===== src/rtl/debounce_pkg.sv =====
// debounce_pkg: shared constants and helpers for the button conditioner
// Provides the 1 ms tick rate, a ms-to-cycles conversion and a counter width helper.
package debounce_pkg;
    localparam int TICK_HZ = 1000;

    function automatic int ms_to_cycles(input int clk_freq, input int ms);
        return (clk_freq / TICK_HZ) * ms;
    endfunction

    // Width able to hold 0..max_val, never narrower than one bit
    function automatic int cnt_w(input int max_val);
        return (max_val < 2) ? 1 : $clog2(max_val + 1);
    endfunction
endpackage


===== src/rtl/debounce_chan.sv =====
// debounce_chan: one button channel (synchroniser, debounce filter, press/release/long strobes)
// Ports:
//   clk, rst_n     clock, asynchronous active-low reset
//   tick           1 ms strobe from the shared prescaler
//   raw            raw button pin
//   clean          debounced level, 1 = pressed
//   press_pulse    1-cycle strobe on clean 0->1
//   release_pulse  1-cycle strobe on clean 1->0
//   long_pulse     1-cycle strobe once per press after LONG_MS of hold
module debounce_chan #(
    parameter int DEBOUNCE_MS = 20,
    parameter int LONG_MS     = 1000,
    parameter bit ACTIVE_LOW  = 1'b1
) (
    input  logic clk,
    input  logic rst_n,
    input  logic tick,
    input  logic raw,
    output logic clean,
    output logic press_pulse,
    output logic release_pulse,
    output logic long_pulse
);
    import debounce_pkg::*;

    localparam int DW = cnt_w(DEBOUNCE_MS);
    localparam int HW = cnt_w(LONG_MS);
    localparam logic [DW-1:0] DB_LAST  = DW'(DEBOUNCE_MS - 1);
    // LONG_MS == 0 makes HOLD_MAX 0, so hold_cnt < HOLD_MAX never holds and long_pulse stays 0
    localparam logic [HW-1:0] HOLD_MAX = HW'(LONG_MS);

    logic          s1;
    logic          s2;
    logic          p;
    logic [DW-1:0] db_cnt;
    logic [HW-1:0] hold_cnt;
    logic [HW-1:0] hold_nxt;

    always_comb begin
        p        = s2 ^ ACTIVE_LOW;
        hold_nxt = hold_cnt + HW'(1);
    end

    always_ff @(posedge clk or negedge rst_n) begin
        if (!rst_n) begin
            s1            <= ACTIVE_LOW;
            s2            <= ACTIVE_LOW;
            db_cnt        <= '0;
            hold_cnt      <= '0;
            clean         <= 1'b0;
            press_pulse   <= 1'b0;
            release_pulse <= 1'b0;
            long_pulse    <= 1'b0;
        end else begin
            s1            <= raw;
            s2            <= s1;
            press_pulse   <= 1'b0;
            release_pulse <= 1'b0;
            long_pulse    <= 1'b0;
            // any cycle of agreement restarts the stability count
            if (p == clean) begin
                db_cnt <= '0;
            end else if (tick) begin
                if (db_cnt == DB_LAST) begin
                    clean         <= p;
                    db_cnt        <= '0;
                    press_pulse   <= p;
                    release_pulse <= !p;
                end else begin
                    db_cnt <= db_cnt + DW'(1);
                end
            end
            // hold counter saturates at LONG_MS so only one long strobe per press
            if (!clean) begin
                hold_cnt <= '0;
            end else if (tick && hold_cnt < HOLD_MAX) begin
                hold_cnt   <= hold_nxt;
                long_pulse <= hold_nxt == HOLD_MAX;
            end
        end
    end
endmodule


===== src/rtl/debounce_multi.sv =====
// debounce_multi: N-channel button conditioner with a shared 1 ms tick prescaler
// Ports:
//   clk, rst_n         clock, asynchronous active-low reset
//   btn_in_raw         raw noisy button pins
//   btn_out_clean      debounced levels, active-high
//   btn_press_pulse    1-cycle strobes on debounced press
//   btn_release_pulse  1-cycle strobes on debounced release
//   btn_long_pulse     1-cycle strobes after LONG_MS of hold
module debounce_multi #(
    parameter int N_CH        = 4,
    parameter int CLK_FREQ    = 25_000_000,
    parameter int DEBOUNCE_MS = 20,
    parameter int LONG_MS     = 1000,
    parameter int ACTIVE_LOW  = 1
) (
    input  logic            clk,
    input  logic            rst_n,
    input  logic [N_CH-1:0] btn_in_raw,
    output logic [N_CH-1:0] btn_out_clean,
    output logic [N_CH-1:0] btn_press_pulse,
    output logic [N_CH-1:0] btn_release_pulse,
    output logic [N_CH-1:0] btn_long_pulse
);
    import debounce_pkg::*;

    localparam int TICK_CYCLES = ms_to_cycles(CLK_FREQ, 1);
    localparam int PW = cnt_w(TICK_CYCLES - 1);
    localparam logic [PW-1:0] PRE_LAST = PW'(TICK_CYCLES - 1);

    logic [PW-1:0] pre_cnt;
    logic          tick;

    always_comb tick = pre_cnt == PRE_LAST;

    always_ff @(posedge clk or negedge rst_n) begin
        if (!rst_n) pre_cnt <= '0;
        else        pre_cnt <= tick ? '0 : pre_cnt + PW'(1);
    end

    for (genvar i = 0; i < N_CH; i++) begin : g_ch
        debounce_chan #(
            .DEBOUNCE_MS(DEBOUNCE_MS),
            .LONG_MS    (LONG_MS),
            .ACTIVE_LOW (ACTIVE_LOW != 0)
        ) u_chan (
            .clk          (clk),
            .rst_n        (rst_n),
            .tick         (tick),
            .raw          (btn_in_raw[i]),
            .clean        (btn_out_clean[i]),
            .press_pulse  (btn_press_pulse[i]),
            .release_pulse(btn_release_pulse[i]),
            .long_pulse   (btn_long_pulse[i])
        );
    end
endmodule


===== config.mk =====
export PLATFORM = sky130hd
export DESIGN_NAME = debounce_multi
export DESIGN_NICKNAME = d
export VERILOG_FILES = /design/src/rtl/debounce_pkg.sv /design/src/rtl/debounce_chan.sv /design/src/rtl/debounce_multi.sv
export SDC_FILE = /design/constraint.sdc
export NUM_CORES = 1
export LEC_CHECK = 0
export BUFFER_PORTS_ARGS = -buffer_cell sky130_fd_sc_hd__buf_2
export CAP_MARGIN = 20
export CORE_ASPECT_RATIO = 2
export CORE_MARGIN = 4
export CORE_UTILIZATION = 65
export DETAILED_ROUTE_END_ITERATION = 10
export GPL_ROUTABILITY_DRIVEN = 0
export GPL_TIMING_DRIVEN = 1
export PLACE_DENSITY = 0.83
export SLEW_MARGIN = 20
export SYNTH_ARGS = -nofsm -noshare
export SYNTH_HDL_FRONTEND = slang
export SYNTH_SLANG_ARGS = --single-unit

===== constraint.sdc =====
create_clock -name clk -period 5.05 [get_ports clk]
set_input_delay 0.505 -clock clk [delete_from_list [all_inputs] [get_ports clk]]
set_output_delay 0.505 -clock clk [all_outputs]
set_load 0.01 [all_outputs]

==> qor.txt, run 1 <==
CP Max Fanout: 22
Ant. Diodes: 0
R2R setup slack: 2.21 ns
Setup-failing EPs final: 0
Tmin final: 2.84 ns
top-area cell type share of the netlist area: 0.415
Area contributors post-synth: dfrtp_1 41%, a21oi_1 5.3%, or4_1 4.0%
die area: 0.0101 mm2
drt pass-1 iters: 5
Final period util: 0.562
Ports: 22
relative slew slack: 0.408
clock skew: 0.00399 ns
Seq/Total Area, Yosys: 0.453
grt total ovfl: 0
DRC Markers: 0
internal power: 0.00126 W
Ys Warns: 0
area occupied by registers: 0.00249 mm2
leading cell type in the layout, fill and taps excluded: dfrtp_1
Worst Setup Start Kind: flop
Clock Root Buffer: clkbuf_16
EDFF count, synth: 0
worst-margin pin slew: 0.885 ns
Critical Path Sink Type: flop
fin. max-slew vios: 0
Die X: 73 um
Layout Utilization: 0.701
first-pass GRT wire length: 20300 um
NetSw: 0.000303 W
cts hold-fix bufs: 0
I/O Buffers: 21
initial antenna violation count: 0
layout cells sized above 1: 0.0965
worst-case clock buffer depth: 2
Async S/R FF share, synth: 1.00
worst path arrival time: 3.07 ns
Multi-input gate area: 0.00267 mm2
Clk Latency, worst-skew pair: 0.34 ns
worst r2r src: pre_cnt[0]$_DFF_PN0_
Row Count: 47
Logic pwr share: 0.014
Syn-to-layout area delta: 5.79%
GR Util All Layers: 0.249
DP HPWL: 8060 um
Post-CTS Setup Repair Bufs: 0
PD cells: 269 mW/mm2
synthesized instance count: 578
Crit Path Class: flop to flop
clk slew on worst S/H paths: 0.06 ns
outcome: finished clean
most frequent cells in the layout: 91 x dfrtp_1, 58 x a21oi_1, 42 x nand2_1
post-synth top area cell: dfrtp_1
fmax: 353 MHz
FILL cells: 613
Core Region: 0.00829 mm2
Main synth FF type: dfrtp_1
total CTS buffers: 9
Synth cell types: 58
Avg Inst Size Synth: 9.50 um2
Fin. Hold Viols: 0
Pleak: 2.30 nW
clock network power share: 0.474
final WL: 11900 um
largest net degree at the start of global routing: 61
CTS tree: built
Chip Height: 138 um
Reg2Reg Depth: 6
Post-Syn Area: 0.00549 mm2
RSZ-0062 raised after global routing: no
max cap viols: 0
via/cell ratio: 6.69
Detail Route Antenna Nets: 0
switching portion of total power: 0.193
syn_nets: 597
wire per inst: 17.8 um
vias in the first global route: 4518
TNS Setup: 0 ns
CTS sink count: 99
Nets: 584
initial core utilization: 0.662
Crit path required time: 5.28 ns
Yosys reg bits: 99
reg-to-reg endpoint: g_ch[0].u_chan.long_pulse$_DFF_PN0_
via count: 4471
Initial DRC Count: 257
CTS H-Tree Depth: 3
maximum VDD drop: 0.000225 V
Min-Delay Path Class: primary input to async pin
post-CTS sizing: 0
Flop pwr share: 0.512
worst max-delay path, cell delays in order, from the launching register on:
cell	delay, ns
dfrtp_1	0.38
ha_1	0.28
and4bb_1	0.24
nand4_1	0.58
buf_4	0.46
or4_1	0.55
a2111oi_2	0.23
power groups by stage:
stage               clock, W  combinational [W]  sequential [W]
floorplan                  0         0.00000246        0.000815
global placement           0          0.0000216        0.000816
detailed placement         0          0.0000224        0.000816
CTS                 0.000758          0.0000222        0.000801
global route        0.000786          0.0000250        0.000801
finish              0.000742          0.0000212        0.000801
layout make-up:
class	instances	area share
Clock buffer	12	0.0441
Clock inverter	4	0.0125
Inverter	15	0.00969
Multi-Input combinational cell	414	0.460
Sequential cell	99	0.428
Tap cell	98	0.0211
Timing Repair Buffer	26	0.0250
cell families after synthesis:
kind of cell	count (synthesis)	share of synthesized area
and+or+nand+nor	239	0.264
AOI/OAI and AO/OA	136	0.150
DFF	99	0.453
buffers and inverters	65	0.0610
xor gates and xnor gates	20	0.0319
adders and majority gates	13	0.0296
muxes	6	0.0109
through the flow:
step | setup slack (ns) | instance area, um2 | cells | hold slack [ns] | total power [W]
floorplan | 3.22 | 5490 | 578 | 0.209 | 0.000818
global placement | 2.39 | 5470 | 651 | 0.346 | 0.000837
detailed placement | 2.23 | 5470 | 651 | 0.349 | 0.000838
CTS | 2.21 | 5800 | 667 | 0.142 | 0.00158
global route | 2.01 | 5810 | 668 | 0.161 | 0.00161
finish | 2.21 | 5810 | 668 | 0.131 | 0.00156
Yosys cell counts, types with 4 or more instances:
library cell  instances
a21oi_1              58
a31oi_1               6
and2_1                6
and3_1                8
and4_1                8
buf_2                 7
buf_4                18
clkbuf_1             22
dfrtp_1              91
dfstp_2               8
ha_1                 13
inv_1                12
mux2i_1               6
nand2_1              42
nand3_1              33
nand3b_1             12
nand4_1              14
nand4b_1              4
nor2_1               24
nor3_1               10
nor3b_1               4
nor4_1                8
o21ai_0              27
o31ai_1              25
or3_1                14
or4_1                29
xnor2_1               9
xor2_1               11
metal layers:
layer	wire length, um	track usage	vias up	share of wire
li1	-	-	2122	-
met1	4610	0.284	2220	0.39
met2	6490	0.440	99	0.55
met3	353	0.0407	30	0.030
met4	425	0.112	0	0.036
met5	0	0	-	0
flip-flops by register name, summed over array words and instances, names as in the netlist:
name / count
g_ch.u_chan.s2: 4
g_ch.u_chan.db_cnt: 20
pre_cnt: 15
g_ch.u_chan.long_pulse: 4
g_ch.u_chan.clean: 4
g_ch.u_chan.press_pulse: 4
g_ch.u_chan.s1: 4
g_ch.u_chan.release_pulse: 4
g_ch.u_chan.hold_cnt: 40
how the worst max path moves through the flow:
stage / start / endpoint / cells past startpoint
2_1_floorplan: pre_cnt[0]$_DFF_PN0_ / g_ch[0].u_chan.hold_cnt[7]$_DFFE_PN0P_ / 6
3_3_place_gp: pre_cnt[0]$_DFF_PN0_ / g_ch[0].u_chan.long_pulse$_DFF_PN0_ / 6
3_5_place_dp: pre_cnt[0]$_DFF_PN0_ / g_ch[0].u_chan.long_pulse$_DFF_PN0_ / 6
4_1_cts: pre_cnt[0]$_DFF_PN0_ / g_ch[0].u_chan.long_pulse$_DFF_PN0_ / 6
5_1_grt: pre_cnt[0]$_DFF_PN0_ / g_ch[2].u_chan.hold_cnt[4]$_DFFE_PN0P_ / 6
6_report: pre_cnt[0]$_DFF_PN0_ / g_ch[0].u_chan.long_pulse$_DFF_PN0_ / 6
Note: power is estimated with default switching activity, not from simulation.
==> run 2: changes to the inputs <==
Settings changed: ABC_AREA from default to 1, CORE_UTILIZATION 65 to 62, PLACE_DENSITY 0.83 to 0.8.
Clock period 5.05 ns to 2.8 ns, I/O delays scaled along.
==> run 2 against run 1 <==
Sequential share of layout area is 0.77 points higher. Critical path depth is 2 higher. Non-clock buffer count shrank 2. Combinational power up 140%. Synthesized cell count grew 19%. Flip-flop and latch count unchanged. Clock skew is 0.0013 ns higher. Sequential power rose by 80%. Critical path type unchanged. Critical endpoint is now g_ch[0].u_chan.hold_cnt[2]$_DFFE_PN0P_. Largest power group unchanged. Highest routed layer unchanged.
==> qor.txt, run 2 <==
outcome: finished clean (unchanged)
CTS tree: built (unchanged)
CP max stage cell: dfrtp_1 (was nand4_1)
CTS H-Tree Depth: 3 (unchanged)
Pleak: 2.81 nW (was 2.30 nW)
CTS sink count: 99 (unchanged)
EDFF count, synth: 0 (unchanged)
Crit Path Class: flop to flop (unchanged)
worst-case clock buffer depth: 2 (unchanged)
max cap viols: 0 (unchanged)
Crit path required time: 3.03 ns (was 5.28 ns)
Tmin final: 1.81 ns (was 2.84 ns)
most used cell, CP: nand2_1
layout cells sized above 1: 0.0982 (was 0.0965)
Largest Register: g_ch.u_chan.hold_cnt (unchanged)
vias in the first global route: 4414 (was 4518)
Synth cell types: 32 (was 58)
Die X: 73.8 um (was 73 um)
via count: 4399 (was 4471)
R2R setup slack: 0.99 ns (was 2.21 ns)
fin. max-slew vios: 0 (unchanged)
relative slew slack: 0.482 (was 0.408)
grt total ovfl: 0 (unchanged)
worst path arrival time: 2.04 ns (was 3.07 ns)
TNS Setup: 0 ns (unchanged)
clock skew: 0.00525 ns (was 0.00399 ns)
DRC Markers: 0 (unchanged)
delay-heaviest family, CP: simple AND/OR/NAND/NOR gates (unchanged)
syn_nets: 708 (was 597)
Row Count: 47 (unchanged)
M3 GR Usage: 0.0484 (was 0.0407)
I/O Buffers: 21 (unchanged)
largest net degree at the start of global routing: 63 (was 61)
count leader, synth: nand2_1 (was dfrtp_1)
Area contributors post-synth: dfrtp_1 42%, nand2_1 11%, nand3_1 7.5% (was dfrtp_1 41%, a21oi_1 5.3%, or4_1 4.0%)
clk slew on worst S/H paths: 0.07 ns (was 0.06 ns)
most frequent cells in the layout: 157 x nand2_1, 91 x dfrtp_1, 90 x nor2_1 (was 91 x dfrtp_1, 58 x a21oi_1, 42 x nand2_1)
post-synth top area cell: dfrtp_1 (unchanged)
worst-margin pin slew: 0.777 ns (was 0.885 ns)
Initial DRC Count: 277 (was 257)
met2 usage: 0.416 (was 0.440)
Seq/Total Area, Yosys: 0.464 (was 0.453)
Place WS: 1.02 ns (was 2.23 ns)
CP Max Fanout: 11 (was 22)
Clk Latency, worst-skew pair: 0.35 ns (was 0.34 ns)
crit-path max cell delay: 0.37 ns (was 0.58 ns)
Async S/R FF share, synth: 1.00 (unchanged)
Chip Height: 140 um (was 138 um)
RSZ-0062 raised after global routing: no (unchanged)
Ys Warns: 0 (unchanged)
first-pass GRT wire length: 18900 um (was 20300 um)
Main synth FF type: dfrtp_1 (unchanged)
Ant. Diodes: 0 (unchanged)
Largest register FFs: 40 (unchanged)
Fin. Hold Viols: 0 (unchanged)
Worst Setup Start Kind: flop (unchanged)
Largest regs: g_ch.u_chan.hold_cnt: 40 flops, g_ch.u_chan.db_cnt: 20 flops, pre_cnt: 15 flops (unchanged)
PnR worst setup slack: 0.991 ns (was 2.21 ns)
GR Util All Layers: 0.233 (was 0.249)
met1 Use GR: 0.253 (was 0.284)
wire per inst: 13.7 um (was 17.8 um)
fmax: 553 MHz (was 353 MHz)
post-CTS sizing: 0 (unchanged)
Syn-to-layout area delta: 6.37% (was 5.79%)
Post-CTS Setup Repair Bufs: 0 (unchanged)
DP HPWL: 8180 um (was 8060 um)
Avg Inst Size Synth: 7.79 um2 (was 9.50 um2)
total CTS buffers: 9 (unchanged)
Ports: 22 (unchanged)
via/cell ratio: 5.49 (was 6.69)
CP bufs+invs: 1 (unchanged)
Final period util: 0.646 (was 0.562)
Yosys reg bits: 99 (unchanged)
synthesized instance count: 689 (was 578)
initial antenna violation count: 0 (unchanged)
PD cells: 465 mW/mm2 (was 269 mW/mm2)
cts hold-fix bufs: 0 (unchanged)
top-area cell type share of the netlist area: 0.424 (was 0.415)
final WL: 11000 um (was 11900 um)
drt pass-1 iters: 4 (was 5)
die area: 0.0103 mm2 (was 0.0101 mm2)
Cell Chain, Critical Path: ha_1 -> nand2_2 -> nor2_8 -> nand3_2 -> nand2_1 -> inv_1 -> nand2_1 -> nand2_1 (was ha_1 -> and4bb_1 -> nand4_1 -> buf_4 -> or4_1 -> a2111oi_2)
Detail Route Antenna Nets: 0 (unchanged)
Post-Syn Area: 0.00537 mm2 (was 0.00549 mm2)
Setup-failing EPs final: 0 (unchanged)
Nets: 717 (was 584)
synth cell count leaders: 157 x nand2_1, 91 x dfrtp_1, 90 x nor2_1, 85 x inv_1, 80 x nand3_1 (was 91 x dfrtp_1, 58 x a21oi_1, 42 x nand2_1, 33 x nand3_1, 29 x or4_1)
Core Region: 0.00835 mm2 (was 0.00829 mm2)
maximum VDD drop: 0.000337 V (was 0.000225 V)
initial core utilization: 0.643 (was 0.662)
Clock Root Buffer: clkbuf_16 (unchanged)
Min-Delay Path Class: primary input to async pin (unchanged)
grt peak-use layer: met2 (unchanged)
leading cell type in the layout, fill and taps excluded: nand2_1 (was dfrtp_1)
Critical Path Sink Type: flop (unchanged)
[run 2: cell types whose count changed after synthesis, sizes merged, moves of 22 or more]
cell / delta
or4: -29
inv: +75
o31ai: -25
a21oi: -40
o21ai: +22
nand2: +123
nand3: +51
nor2: +73
clkbuf: -22
[run 2: layout make-up]
type / count / area [um2]
fillers: 701 / 2640
flip-flops and latches: 99 / 2490
multi-input cells: 476 / 2350
inverters: 88 / 335
clock buffers: 10 / 229
repair buffers: 24 / 130
well taps: 98 / 123
clock inverters: 6 / 50.0
[run 2: metal layers]
layer	wire length, um	share of wire
met5	0	0
met4	285	0.026
met3	293	0.027
met2	6190	0.56
met1	4210	0.38
[run 2: stage by stage]
| step | utilization | hold slack, ns | cells | cell area [um2] | total power, W |
|---|---|---|---|---|---|
| 2_1_floorplan | - | -0.0156 | 689 | 5370 | 0.00148 |
| 3_3_place_gp | 0.650 | 0.345 | 785 | 5430 | 0.00152 |
| 3_5_place_dp | 0.650 | 0.348 | 785 | 5430 | 0.00152 |
| 4_1_cts | 0.684 | 0.0146 | 801 | 5710 | 0.00268 |
| 5_1_grt | 0.684 | 0.0160 | 801 | 5710 | 0.00274 |
| 6_report | 0.684 | 0.00938 | 801 | 5710 | 0.00266 |
[run 2: path summary, 6_finish.rpt]
kind	depth (start not counted)	startpoint	end
max in group asynchronous	2	rst_n	g_ch[0].u_chan.s2$_DFF_PN1_
min reg2reg	0	g_ch[3].u_chan.s1$_DFF_PN1_	g_ch[3].u_chan.s2$_DFF_PN1_
max	8	pre_cnt[0]$_DFF_PN0_	g_ch[0].u_chan.hold_cnt[2]$_DFFE_PN0P_
max reg2reg	8	pre_cnt[0]$_DFF_PN0_	g_ch[0].u_chan.hold_cnt[2]$_DFFE_PN0P_
min	1	rst_n	g_ch[2].u_chan.hold_cnt[8]$_DFFE_PN0P_
min in group clk	1	btn_in_raw[3]	g_ch[3].u_chan.s1$_DFF_PN1_
[run 2: logic make-up after synthesis]
group | synth area share
xor gates and xnor gates | 0.0294
muxes | 0.00373
AOI/OAI and AO/OA | 0.0751
and+or+nand+nor | 0.300
DFF | 0.464
buffers and inverters | 0.0979
adders and majority gates | 0.0303
[run 2: report_power, final]
group / total (W) / internal [W] / switching, W / leakage, nW
Clock: 0.00116 / 0.000612 / 0.000550 / 0.123
Sequential: 0.00144 / 0.00144 / 0.00000390 / 1.34
Combinational: 0.0000507 / 0.0000100 / 0.0000406 / 1.34
Total: 0.00266 / 0.00206 / 0.000594 / 2.81
